===== src/rtl/bram_arbiter_if.sv =====
// Requester-side bundle for one port of the shared BRAM arbiter.
//
// Handshake: a request transfers on a rising edge where req_valid and
// req_ready are both high. req_ready may depend combinationally on
// req_valid. While req_valid is high without req_ready, the requester
// holds req_we/req_addr/req_wdata stable. rsp_valid is a one-cycle strobe
// that cannot be back-pressured. rsp_rdata is meaningful only while
// rsp_valid is high and otherwise holds its last value.
interface bram_arbiter_if #(
   parameter int ADDR_W = 13,
   parameter int DATA_W = 32
);
   logic              req_valid;
   logic              req_ready;
   logic              req_we;
   logic [ADDR_W-1:0] req_addr;
   logic [DATA_W-1:0] req_wdata;
   logic              rsp_valid;
   logic [DATA_W-1:0] rsp_rdata;

   modport master (
      output req_valid, req_we, req_addr, req_wdata,
      input  req_ready, rsp_valid, rsp_rdata
   );

   modport slave (
      input  req_valid, req_we, req_addr, req_wdata,
      output req_ready, rsp_valid, rsp_rdata
   );
endinterface


===== src/rtl/bram_arbiter.sv =====
// Two-requester round-robin arbiter in front of one single-port BRAM
// (1-cycle read latency, read-first). Every accepted request produces a
// response LATENCY cycles after its accept edge on the requesting port.
// Optionally zero-fills the whole BRAM after reset before serving requests.
// LATENCY must lie in 2..32.
module bram_arbiter #(
   parameter int ADDR_W         = 13,
   parameter int DATA_W         = 32,
   parameter int LATENCY        = 10,
   parameter bit CLEAR_ON_RESET = 1'b1
) (
   input  logic              i_clk,
   input  logic              i_rst,
   bram_arbiter_if.slave     m0,
   bram_arbiter_if.slave     m1,
   output logic              o_bram_en,
   output logic              o_bram_we,
   output logic [ADDR_W-1:0] o_bram_a,
   output logic [DATA_W-1:0] o_bram_di,
   input  logic [DATA_W-1:0] i_bram_do,
   output logic              o_init_done,
   output logic              o_dbg_state
);

   typedef enum logic {
      ST_CLEAR = 1'b0,
      ST_RUN   = 1'b1
   } state_t;

   state_t            r_state;
   state_t            w_state_nxt;
   logic              w_clearing;
   logic [ADDR_W-1:0] r_clr_addr;

   logic              r_rr;        // 0: M0 wins a tie, 1: M1 wins a tie
   logic              w_run;
   logic              w_both;
   logic              w_gnt0;
   logic              w_gnt1;
   logic              w_acc;

   // Tag line: bit i is the tag of the access accepted i+1 edges ago.
   logic [LATENCY-1:0] r_tag_v;
   logic [LATENCY-1:0] r_tag_p;    // 1 = response belongs to M1
   logic [DATA_W-1:0]  w_rsp_data; // read data aligned with r_tag[LATENCY-1]

   logic              r_rsp_v0;
   logic              r_rsp_v1;
   logic [DATA_W-1:0] r_rsp_d0;
   logic [DATA_W-1:0] r_rsp_d1;

   // State register: reset lands in CLEAR only when the fill is enabled.
   always_ff @(posedge i_clk) begin
      if (i_rst) begin
         r_state <= CLEAR_ON_RESET ? ST_CLEAR : ST_RUN;
      end else begin
         r_state <= w_state_nxt;
      end
   end

   // Next state: leave CLEAR on the edge that issues the last fill word.
   always_comb begin
      w_state_nxt = r_state;
      w_clearing  = 1'b0;
      if (r_state == ST_CLEAR) begin
         w_clearing = 1'b1;
         if (r_clr_addr == '1) begin
            w_state_nxt = ST_RUN;
         end
      end
   end

   // Fill address walks 0..DEPTH-1, one word per cycle while clearing.
   always_ff @(posedge i_clk) begin
      if (i_rst) begin
         r_clr_addr <= '0;
      end else if (w_clearing) begin
         r_clr_addr <= r_clr_addr + 1'b1;
      end
   end

   assign o_init_done = (r_state == ST_RUN);
   assign o_dbg_state = r_state;

   // Grants are combinational; nobody is served while clearing or in reset.
   assign w_run  = (r_state == ST_RUN) && !i_rst;
   assign w_both = m0.req_valid && m1.req_valid;
   assign w_gnt0 = w_run && m0.req_valid && (!m1.req_valid || !r_rr);
   assign w_gnt1 = w_run && m1.req_valid && (!m0.req_valid ||  r_rr);
   assign w_acc  = w_gnt0 || w_gnt1;

   assign m0.req_ready = w_gnt0;
   assign m1.req_ready = w_gnt1;

   // Round-robin pointer moves to the loser only after a contested accept.
   always_ff @(posedge i_clk) begin
      if (i_rst) begin
         r_rr <= 1'b0;
      end else if (w_run && w_both) begin
         r_rr <= ~r_rr;
      end
   end

   // BRAM command register: fill write, winner's access, or idle.
   always_ff @(posedge i_clk) begin
      if (i_rst) begin
         o_bram_en <= 1'b0;
         o_bram_we <= 1'b0;
         o_bram_a  <= '0;
         o_bram_di <= '0;
      end else if (w_clearing) begin
         o_bram_en <= 1'b1;
         o_bram_we <= 1'b1;
         o_bram_a  <= r_clr_addr;
         o_bram_di <= '0;
      end else if (w_gnt0) begin
         o_bram_en <= 1'b1;
         o_bram_we <= m0.req_we;
         o_bram_a  <= m0.req_addr;
         o_bram_di <= m0.req_wdata;
      end else if (w_gnt1) begin
         o_bram_en <= 1'b1;
         o_bram_we <= m1.req_we;
         o_bram_a  <= m1.req_addr;
         o_bram_di <= m1.req_wdata;
      end else begin
         o_bram_en <= 1'b0;
         o_bram_we <= 1'b0;
      end
   end

   // Tag shift line; reset drops every access still in flight.
   always_ff @(posedge i_clk) begin
      if (i_rst) begin
         r_tag_v <= '0;
         r_tag_p <= '0;
      end else begin
         r_tag_v <= {r_tag_v[LATENCY-2:0], w_acc};
         r_tag_p <= {r_tag_p[LATENCY-2:0], w_gnt1};
      end
   end

   // Read data is captured two edges after accept and delayed to match the tag.
   generate
      if (LATENCY == 2) begin : g_dpipe_none
         assign w_rsp_data = i_bram_do;
      end else begin : g_dpipe
         logic [DATA_W-1:0] r_dpipe [LATENCY-2];

         // Data delay line; stage 0 samples BRAM Do.
         always_ff @(posedge i_clk) begin
            r_dpipe[0] <= i_bram_do;
            for (int i = 1; i < LATENCY - 2; i++) begin
               r_dpipe[i] <= r_dpipe[i-1];
            end
         end

         assign w_rsp_data = r_dpipe[LATENCY-3];
      end
   endgenerate

   // Response registers: strobe the tagged port, hold data between strobes.
   always_ff @(posedge i_clk) begin
      if (i_rst) begin
         r_rsp_v0 <= 1'b0;
         r_rsp_v1 <= 1'b0;
         r_rsp_d0 <= '0;
         r_rsp_d1 <= '0;
      end else begin
         r_rsp_v0 <= r_tag_v[LATENCY-1] && !r_tag_p[LATENCY-1];
         r_rsp_v1 <= r_tag_v[LATENCY-1] &&  r_tag_p[LATENCY-1];
         if (r_tag_v[LATENCY-1] && !r_tag_p[LATENCY-1]) begin
            r_rsp_d0 <= w_rsp_data;
         end
         if (r_tag_v[LATENCY-1] && r_tag_p[LATENCY-1]) begin
            r_rsp_d1 <= w_rsp_data;
         end
      end
   end

   assign m0.rsp_valid = r_rsp_v0;
   assign m0.rsp_rdata = r_rsp_d0;
   assign m1.rsp_valid = r_rsp_v1;
   assign m1.rsp_rdata = r_rsp_d1;

endmodule


===== src/flat_wrapper.sv =====
// flat-port wrapper written by rule: the top's interface ports become plain ports
module bram_arbiter_flat 
#(
   parameter int ADDR_W         = 13,
   parameter int DATA_W         = 32,
   parameter int LATENCY        = 10,
   parameter bit CLEAR_ON_RESET = 1'b1
)
  (i_clk, i_rst, o_bram_en, o_bram_we, o_bram_a, o_bram_di, i_bram_do, o_init_done, o_dbg_state, m0_req_valid, m0_req_we, m0_req_addr, m0_req_wdata, m0_req_ready, m0_rsp_valid, m0_rsp_rdata, m1_req_valid, m1_req_we, m1_req_addr, m1_req_wdata, m1_req_ready, m1_rsp_valid, m1_rsp_rdata);
  bram_arbiter_if #(.ADDR_W(ADDR_W), .DATA_W(DATA_W)) m0_i ();
  bram_arbiter_if #(.ADDR_W(ADDR_W), .DATA_W(DATA_W)) m1_i ();
  input  logic i_clk;
  input  logic i_rst;
  output logic o_bram_en;
  output logic o_bram_we;
  output logic [ADDR_W-1:0] o_bram_a;
  output logic [DATA_W-1:0] o_bram_di;
  input  logic [DATA_W-1:0] i_bram_do;
  output logic o_init_done;
  output logic o_dbg_state;
  input wire logic [$bits(m0_i.req_valid)-1:0] m0_req_valid;
  input wire logic [$bits(m0_i.req_we)-1:0] m0_req_we;
  input wire logic [$bits(m0_i.req_addr)-1:0] m0_req_addr;
  input wire logic [$bits(m0_i.req_wdata)-1:0] m0_req_wdata;
  output wire logic [$bits(m0_i.req_ready)-1:0] m0_req_ready;
  output wire logic [$bits(m0_i.rsp_valid)-1:0] m0_rsp_valid;
  output wire logic [$bits(m0_i.rsp_rdata)-1:0] m0_rsp_rdata;
  input wire logic [$bits(m1_i.req_valid)-1:0] m1_req_valid;
  input wire logic [$bits(m1_i.req_we)-1:0] m1_req_we;
  input wire logic [$bits(m1_i.req_addr)-1:0] m1_req_addr;
  input wire logic [$bits(m1_i.req_wdata)-1:0] m1_req_wdata;
  output wire logic [$bits(m1_i.req_ready)-1:0] m1_req_ready;
  output wire logic [$bits(m1_i.rsp_valid)-1:0] m1_rsp_valid;
  output wire logic [$bits(m1_i.rsp_rdata)-1:0] m1_rsp_rdata;
  assign m0_i.req_valid = m0_req_valid;
  assign m0_i.req_we = m0_req_we;
  assign m0_i.req_addr = m0_req_addr;
  assign m0_i.req_wdata = m0_req_wdata;
  assign m0_req_ready = m0_i.req_ready;
  assign m0_rsp_valid = m0_i.rsp_valid;
  assign m0_rsp_rdata = m0_i.rsp_rdata;
  assign m1_i.req_valid = m1_req_valid;
  assign m1_i.req_we = m1_req_we;
  assign m1_i.req_addr = m1_req_addr;
  assign m1_i.req_wdata = m1_req_wdata;
  assign m1_req_ready = m1_i.req_ready;
  assign m1_rsp_valid = m1_i.rsp_valid;
  assign m1_rsp_rdata = m1_i.rsp_rdata;
  bram_arbiter #(.ADDR_W(ADDR_W), .DATA_W(DATA_W), .LATENCY(LATENCY), .CLEAR_ON_RESET(CLEAR_ON_RESET)) u_core (.i_clk(i_clk), .i_rst(i_rst), .m0(m0_i), .m1(m1_i), .o_bram_en(o_bram_en), .o_bram_we(o_bram_we), .o_bram_a(o_bram_a), .o_bram_di(o_bram_di), .i_bram_do(i_bram_do), .o_init_done(o_init_done), .o_dbg_state(o_dbg_state));
endmodule

===== config.mk =====
export PLATFORM = sky130hd
export DESIGN_NAME = bram_arbiter_flat
export DESIGN_NICKNAME = d
export VERILOG_FILES = /design/src/rtl/bram_arbiter_if.sv /design/src/rtl/bram_arbiter.sv /design/src/flat_wrapper.sv
export SDC_FILE = /design/constraint.sdc
export NUM_CORES = 1
export LEC_CHECK = 0
export CAP_MARGIN = 20
export CELL_PAD_IN_SITES_DETAIL_PLACEMENT = 1
export CELL_PAD_IN_SITES_GLOBAL_PLACEMENT = 2
export CORE_MARGIN = 5
export CORE_UTILIZATION = 28
export CTS_CLUSTER_DIAMETER = 200
export CTS_CLUSTER_SIZE = 14
export DETAILED_ROUTE_END_ITERATION = 7
export HOLD_SLACK_MARGIN = 0.15
export PLACE_DENSITY = 0.76
export SYNTH_ARGS = -nofsm -noshare
export SYNTH_HDL_FRONTEND = slang
export SYNTH_SLANG_ARGS = --single-unit
export TNS_END_PERCENT = 10

===== constraint.sdc =====
create_clock -name i_clk -period 1.5 [get_ports i_clk]
set_clock_uncertainty 0.2 [all_clocks]
set_input_delay 0.15 -clock i_clk [delete_from_list [all_inputs] [get_ports i_clk]]
set_output_delay 0.15 -clock i_clk [all_outputs]
set_load 0.02 [all_outputs]

# After elaboration in Yosys (flattened, before gate mapping)

Memories as Yosys holds them, arrays and structs flattened.
Index checks and enable logic that the tools add are counted.

Register bits: 148
Memory bits (writable): 256
Bits of input ports: 128
Word-level logic and storage cells: 51
Memories kept: 1

Add/sub/neg operators: 1
Equal/unequal tests: 2
Muxes and demuxes: 13
Bitwise logic cells: 2
Reduce and logical (&&, ||, !) cells: 19

Memories:

| name                   | words | width | rd ports | clocked after Yosys merged registers in | write ports | RTL line            | text |
|---|---|---|---|---|---|---|---|
| u_core.g_dpipe.r_dpipe | 8     | 32    | 8        | 0                                       | 8           | bram_arbiter.sv:148 | `logic [DATA_W-1:0] r_dpipe [LATENCY-2];` |

Operators by type and width:

| cell                                          | number |
|---|---|
| two-way mux 32 bit                            | 2 |
| two-way mux 13 bit                            | 3 |
| adder 13 x 1 -> 13 bit, second input constant | 1 |
| == test 13 bit, second input constant         | 1 |
| logical AND 1 bit                             | 9 |
| two-way mux 1 bit                             | 8 |
| zero test 1 bit                               | 5 |
| logical OR 1 bit                              | 3 |
| inequality test 3 bit, second input constant  | 1 |
| inverter 1 bit                                | 2 |
| nonzero test 2 bit                            | 1 |
| OR reduction 2 bit                            | 1 |

# Logic depth before layout (Yosys ltp)

Gate-level depths: netlist of run 1.

Depth after elaboration: 7
Depth in mapped cells: 6
Gate-level depth less buffers: 5

# Worst setup path after synthesis of run 1

No wires, ideal clock.

Kind: register to register
Start point: register u_core.r_state, in the netlist u_core.o_dbg_state
End point: register u_core.o_bram_a[2]
Setup time: 0.091 ns
Arrival time: 1.221 ns
Data required time: 1.209 ns
Path slack: -0.012 ns
Stages on the path, launching flop included: 6
Clock period less this slack: 1.512 ns
Cells stage by stage: dfxtp_1 > nand2b_1 > nor2_1 > buf_4 > a211oi_1 > a311oi_1

Word-level cells in the longest chain between the ends: 5
Elaborated cells on any way between the ends: 8
Those cells by class: 1 x eq/ne; 2 x mux; 5 x reduce/logical

RTL lines:

| element                        | RTL line            | text |
|---|---|---|
| start: declaration             | bram_arbiter.sv:30  | `state_t r_state;` |
| start signal: assignment       | bram_arbiter.sv:55  | `r_state <= CLEAR_ON_RESET ? ST_CLEAR : ST_RUN;` |
| start signal: assignment       | bram_arbiter.sv:57  | `r_state <= w_state_nxt;` |
| logical AND 1 bit              | bram_arbiter.sv:86  | `assign w_run = (r_state == ST_RUN) && !i_rst;` |
| logical AND 1 bit (2 in a row) | bram_arbiter.sv:88  | `assign w_gnt0 = w_run && m0.req_valid && (!m1.req_valid \|\| !r_rr);` |
| two-way mux 13 bit             | bram_arbiter.sv:116 | `end else if (w_gnt0) begin` |
| two-way mux 13 bit             | bram_arbiter.sv:111 | `end else if (w_clearing) begin` |
| end signal: assignment         | bram_arbiter.sv:114 | `o_bram_a <= r_clr_addr;` |
| end signal: assignment         | bram_arbiter.sv:119 | `o_bram_a <= m0.req_addr;` |
| end signal: assignment         | bram_arbiter.sv:124 | `o_bram_a <= m1.req_addr;` |
| end: declaration               | bram_arbiter.sv:18  | `output logic [ADDR_W-1:0] o_bram_a,` |

Several ways; a longest one is shown, not always the timed one.
A chain may end at the register's enable or synchronous reset.

# Final worst setup path of run 1

Start point: register u_core.r_state, in the netlist u_core.o_dbg_state
End point: output m0_req_ready

Word-level cells in the longest chain between the ends: 3

RTL lines:

| element                        | RTL line           | text |
|---|---|---|
| logical AND 1 bit              | bram_arbiter.sv:86 |  |
| logical AND 1 bit (2 in a row) | bram_arbiter.sv:88 |  |
| end: declaration               | flat_wrapper.sv:25 | `output wire logic [$bits(m0_i.req_ready)-1:0] m0_req_ready;` |

No other way between the ends.

==> run metrics, run 1 <==
PnR worst setup slack=-194.0 ps; failing checks=hold timing, setup timing; hold crit path type=input pin to flip-flop; GP Congestion=0.7865; Syn Area/Cell=11.49 um^2; Place WS=-558.5 ps; area grow syn2layout=67.37%; flop and latch count out of synthesis=404; most frequent cells in the layout=dfxtp_1, dlygate4sd3_1, nand2_1, clkdlybuf4s50_1, buf_2; crit end category=output pin; die area=42100 um^2; Synth area leaders=dfxtp_1, nand2_1, a21oi_1; Final Max Tran Viols=0; fin crit period=1694 ps; pwr dens=1150 nW/um^2; first-pass GRT wire length=49980 um; CTS sink cnt=404; Max-Cap Viols=0; Finish-stage setup viols=35; Worst Tran Pin Value=656.0 ps; worst-path fanout max=3; part of the power in registers=54.6%; drt pass-1 iters=5; dominant synthesized flop cell=dfxtp_1; initial antenna violation count=2; cell row count=71; vias in the first global route=9583; via count=8693; Setup crit start kind=flip-flop; RSZ-0062 raised after global routing=yes; DIE WIDTH=205.2 um; Yosys cell types=36; die height=205.2 um; status=finished, violations left; P_int=16.23 mW; mapped cell area=10670 um^2; clock tree from TritonCTS=built; H-tree Lvls=2; root buffer cell=clkbuf_16; Initial DRC Count=234; power consumption=20.53 mW; Core ar.=37670 um^2; Arr. time, crit path=1340 ps; post-synthesis async set-or-reset flop share=0%; switch share=20.92%; Num CTS Buffers=34; register area share after synthesis=75.82%; top cell type by total area after synthesis=dfxtp_1; DRC viols=0; maximum buffer depth of the clock tree=3; relative slew slack=56.12%; GRT overflow=0; I/O Buffers=244; hold_ws=-209.7 ps; Clk network pwr share=38.6%; Clock Pin Slew Worst Setup and Hold Paths=70 ps; Gate power share=6.8%; clk_lat worst skew=530 ps; number of flops mapped to enable cells by yosys=0; worst path required time=1150 ps; Final #Nets=1669; starting density of the core=28.32%; total track usage=14.83%; worst IR drop on VDD=561.5 uV; Syn. warnings=0; Final HPWL DP=18150 um; largest net degree at the start of global routing=94; most common cell after layout, fill and taps aside=dfxtp_1; Routed wire per std cell=15.64 um; LEAKAGE=7.311 nW; max frequency=0.5903 GHz; antenna-violating nets left=0; ratio of cells with drive above 1 in the final layout=14.66%; NetSw=4.295 mW; Net Count, Synth=1057; Final Hold Viols=4; Yosys top cell area share=75.82%; fin crit share=112.9%; Synth Instances=928; crit path kind=flip-flop to output pin; Total Wirelength=32130 um; I/O Pins=245; number of vias per cell=4.232
-- cell families (layout without fill, tap and decap cells) --
logic type / after synthesis / in the layout / share of synthesized area [%]
buffers and inverters: 53 / 667 / 2.498
and+or+nand+nor: 296 / 296 / 11.91
other: 0 / 1 / 0
DFF: 404 / 404 / 75.82
adders and majority gates: 1 / 1 / 0.1173
muxes: 1 / 1 / 0.09385
xor gates and xnor gates: 12 / 12 / 0.9853
AOI/OAI and AO/OA: 161 / 161 / 8.575
-- synthesized netlist by cell type (5+ instances only) --
| cell | count |
|---|---|
| o21ai_0 | 40 |
| buf_2 | 23 |
| nand2_1 | 216 |
| o221ai_1 | 8 |
| nor2_1 | 30 |
| dfxtp_1 | 404 |
| clkbuf_1 | 19 |
| a21oi_1 | 68 |
| buf_4 | 6 |
| xnor2_1 | 5 |
| xor2_1 | 7 |
| a31oi_1 | 33 |
| nor2b_1 | 25 |
| a211oi_1 | 5 |
| a311oi_1 | 5 |
-- cell type report --
class | count | area [um^2]
Antenna cell | 1 | 2.502
Clock buffer | 35 | 864.6
Sequential cell | 404 | 8095
Clock inverter | 3 | 58.81
Tap cell | 511 | 639.4
Multi-Input combinational cell | 471 | 2396
Timing Repair Buffer | 629 | 5796
Fill cell | 4104 | 19810
-- stage by stage --
step	std cells	utilization (%)	instance area [um^2]	setup TNS (ps)
6_report	2054	47.40	17850	-1754
5_1_grt	2053	47.39	17850	-5613
4_1_cts	2049	47.24	17790	-1615
3_5_place_dp	1669	36.94	13910	-17500
3_3_place_gp	1669	36.94	13910	-15940
2_1_floorplan	928	-	10670	-18.96
-- power by group through the flow --
stage          Clock (mW)  Combinational [mW]  Sequential (mW)
2_1_floorplan           0               0.183             11.4
3_3_place_gp            0               0.660             11.4
3_5_place_dp            0               0.668             11.5
4_1_cts              8.28                1.37             11.2
5_1_grt              8.66                1.50             11.2
6_report             7.92                1.40             11.2
-- worst paths after layout --
kind / cells past startpoint / slack (ps) / endpoint / startpoint
hold / removal: 3 / -210 / u_core.r_tag_v[0]$_SDFF_PP0_ / i_rst
setup / recovery: 4 / -190 / m0_req_ready / u_core.o_dbg_state$_SDFF_PP0_
hold reg to reg: 0 / 140 / u_core.g_dpipe.r_dpipe[0][47]$_DFF_P_ / u_core.g_dpipe.r_dpipe[0][15]$_DFF_P_
setup reg to reg: 6 / -100 / u_core.o_bram_di[1]$_SDFFE_PP0P_ / u_core.o_dbg_state$_SDFF_PP0_
-- routing by layer --
layer / part of all wire [%] / vias to the layer above / GRT usage [%]
met5: 0.084 / - / 0
met4: 3.3 / 4 / 5.431
met3: 5.4 / 74 / 3.798
met2: 51 / 220 / 26.71
met1: 41 / 4159 / 16.96
li1: - / 4236 / -
-- critical path: stages (launching register included) --
cell,delay (ps)
dfxtp_4,370
nand2b_4,60
buf_4,160
nor2_4,110
buf_6,120
-- registers in the layout, indices dropped and copies added (netlist names), 10 cells and up --
name	count
u_core.r_clr_addr	13
u_core.r_tag_p	10
u_core.m0.rsp_rdata	32
u_core.o_bram_a	13
u_core.r_tag_v	10
u_core.m1.rsp_rdata	32
u_core.g_dpipe.r_dpipe	256
u_core.o_bram_di	32
-- timing repair --
action	CTS	global route
hold buffers	338	2
setup endpoints to repair	169	84
resized for setup	466	34
buffers inserted	4	3
pin swaps	3	5
gates cloned	0	1
endpoints found under the hold margin	300	16
Note: power is estimated with default switching activity, not from simulation.
==> inputs of run 2 (changes only) <==
Settings changed: SKIP_CTS_REPAIR_TIMING from default to 1.
==> run 2 against run 1 <==
The run still ends with hold timing, setup timing left; register-to-register slack improved by 80 ps; count of clock-buffer cells in the layout unchanged; sequential power about the same; non-clock buffer count decreased by 64.
==> run metrics, run 2 (synthesized netlist as in run 1, its figures left out) <==
Final Hold Viols=4 (unchanged); starting density of the core=28.32% (unchanged); CP Cell Sequence=nand2b_4, nand2_4, buf_12, nor2_4, buf_6; area post-placement=13910 um^2 (unchanged); first-pass GRT wire length=40610 um (-19%); failing checks=hold timing, setup timing; total track usage=12.11% (-2.7 points); I/O Buffers=244 (unchanged); I/O Pins=245 (unchanged); die height=205.2 um (unchanged); area grow syn2layout=64.32%; max frequency=0.5615 GHz (-4.9%); Clk network pwr share=38.7% (about the same); Final HPWL DP=18150 um (unchanged); Worst path max stage delay=370 ps (about the same); GP Congestion=0.7865 (unchanged); Clock Pin Slew Worst Setup and Hold Paths=70 ps (about the same); most frequent cells in the layout=dfxtp_1, dlygate4sd3_1, nand2_1, clkdlybuf4s50_1, clkbuf_2; power consumption=20.37 mW (-0.79%); Max-Cap Viols=0 (unchanged); LEAKAGE=7.616 nW (+4.2%); maximum buffer depth of the clock tree=3 (unchanged); Final Cell Area=17530 um^2 (-1.8%); largest net degree at the start of global routing=94 (unchanged); NetSw=4.232 mW (-1.5%); hold crit path type=input pin to flip-flop; Num CTS Buffers=34 (unchanged); clock tree from TritonCTS=built; Core ar.=37670 um^2 (unchanged); Antenna diodes=0 (-1); Final Core Density=46.53% (-0.86 points); Final Max Tran Viols=0 (unchanged); P_int=16.13 mW (-0.61%); max reg flops=256 (unchanged); relative slew slack=51.07% (-5.0 points); status=finished, violations left; DIE WIDTH=205.2 um (unchanged); slowest CP cell=dfxtp_2; root buffer cell=clkbuf_16; vias in the first global route=7580 (-21%); worst path required time=1150 ps (about the same); clk_lat worst skew=520 ps (about the same); worst-path fanout max=4 (+1); most common cell after layout, fill and taps aside=dfxtp_1; die area=42100 um^2 (unchanged); fin crit period=1781 ps (+86.95 ps); fin crit share=118.7% (+5.8 points); ratio of cells with drive above 1 in the final layout=13.06% (-1.6 points); CTS sink cnt=404 (unchanged); DRC viols=0 (unchanged); cell row count=71 (unchanged); H-tree Lvls=2 (unchanged); initial antenna violation count=3 (+1); drt pass-1 iters=4 (-1); Gate power share=6.3% (-0.5 points); Total Wirelength=30450 um (-5.2%); Worst Tran Pin Value=731.5 ps (+75.50 ps); Final #Nets=1605 (-3.8%); antenna-violating nets left=0 (unchanged); PnR worst setup slack=-281.0 ps (-86.95 ps); pwr dens=1162 nW/um^2 (+1.1%); part of the power in registers=55.0% (+0.4 points); RSZ-0062 raised after global routing=yes; crit path kind=flip-flop to output pin; worst IR drop on VDD=571.8 uV (+1.8%); Arr. time, crit path=1430 ps (+90 ps); via count=8366 (-3.8%); Routed wire per std cell=15.31 um (-2.1%); Finish-stage setup viols=14 (-60%); switch share=20.78% (-0.15 points); hold_ws=-229.2 ps (-19.51 ps); number of vias per cell=4.206 (-0.62%); GRT overflow=0 (unchanged); Initial DRC Count=254 (+8.5%); Reg with most FFs=u_core.g_dpipe.r_dpipe; crit end category=output pin; Setup crit start kind=flip-flop
run 2: changes by cell type in the layout (fill, tap and decap cells not counted), sizes merged:
cell           before  now
dlygate4sd3       339  274
dlymetal6s2s        0   38
clkbuf             37  108
buf               161   54
diode               1    0
clkdlybuf4s15       1    0
run 2: power groups by stage:
stage | Sequential, mW | Clock (mW) | Combinational (mW)
global route | 11.2 | 8.67 | 1.36
global placement | 11.4 | 0 | 0.660
floorplan | 11.4 | 0 | 0.183
finish | 11.2 | 7.88 | 1.27
CTS | 11.2 | 8.28 | 0.672
detailed placement | 11.5 | 0 | 0.668
run 2: area by class of cell:
class                           instances  area (um^2)
Sequential cell                       404         8094
Clock buffer                           35        864.6
Fill cell                            4062        20140
Timing Repair Buffer                  565         5448
Multi-Input combinational cell        471         2422
Clock inverter                          3        58.81
Tap cell                              511        639.4
run 2: final timing paths:
path	end	slack, ps	depth (start not counted)	startpoint
max	m1_req_ready	-280	5	u_core.r_rr$_SDFFE_PP0P_
min	u_core.r_tag_v[0]$_SDFF_PP0_	-230	3	i_rst
max reg2reg	u_core.r_clr_addr[5]$_SDFFE_PP0N_	-20	4	u_core.o_dbg_state$_SDFF_PP0_
min reg2reg	u_core.g_dpipe.r_dpipe[1][117]$_DFF_P_	130	0	u_core.g_dpipe.r_dpipe[1][85]$_DFF_P_
run 2: metrics by stage:
| step | std cells | setup TNS [ps] | hold WS, ps | setup slack [ps] |
|---|---|---|---|---|
| 2_1_floorplan | 928 | -18.96 | -22.28 | -11.30 |
| 5_1_grt | 1989 | -2335 | -244.4 | -353.8 |
| 3_3_place_gp | 1669 | -15940 | 109.6 | -380.7 |
| 3_5_place_dp | 1669 | -17500 | 113.2 | -558.5 |
| 4_1_cts | 1707 | -46510 | -176.8 | -658.4 |
| 6_report | 1989 | -678.3 | -229.2 | -281.0 |
run 2: critical path: cells and delay by family, from the launching register on:
kind | cells | cell delay (ps)
DFF | 1 | 370
and+or+nand+nor | 3 | 280
buffers and inverters | 2 | 250
run 2: per-layer routing:
metal / wire (um) / part of all wire [%] / up-vias / GRT usage [%]
met1: 12450 / 41 / 3983 / 15.03
met2: 15250 / 50 / 201 / 19.92
met4: 935 / 3.1 / 6 / 4.234
met3: 1776 / 5.8 / 67 / 3.846
li1: - / - / 4109 / -
met5: 47 / 0.15 / - / 0
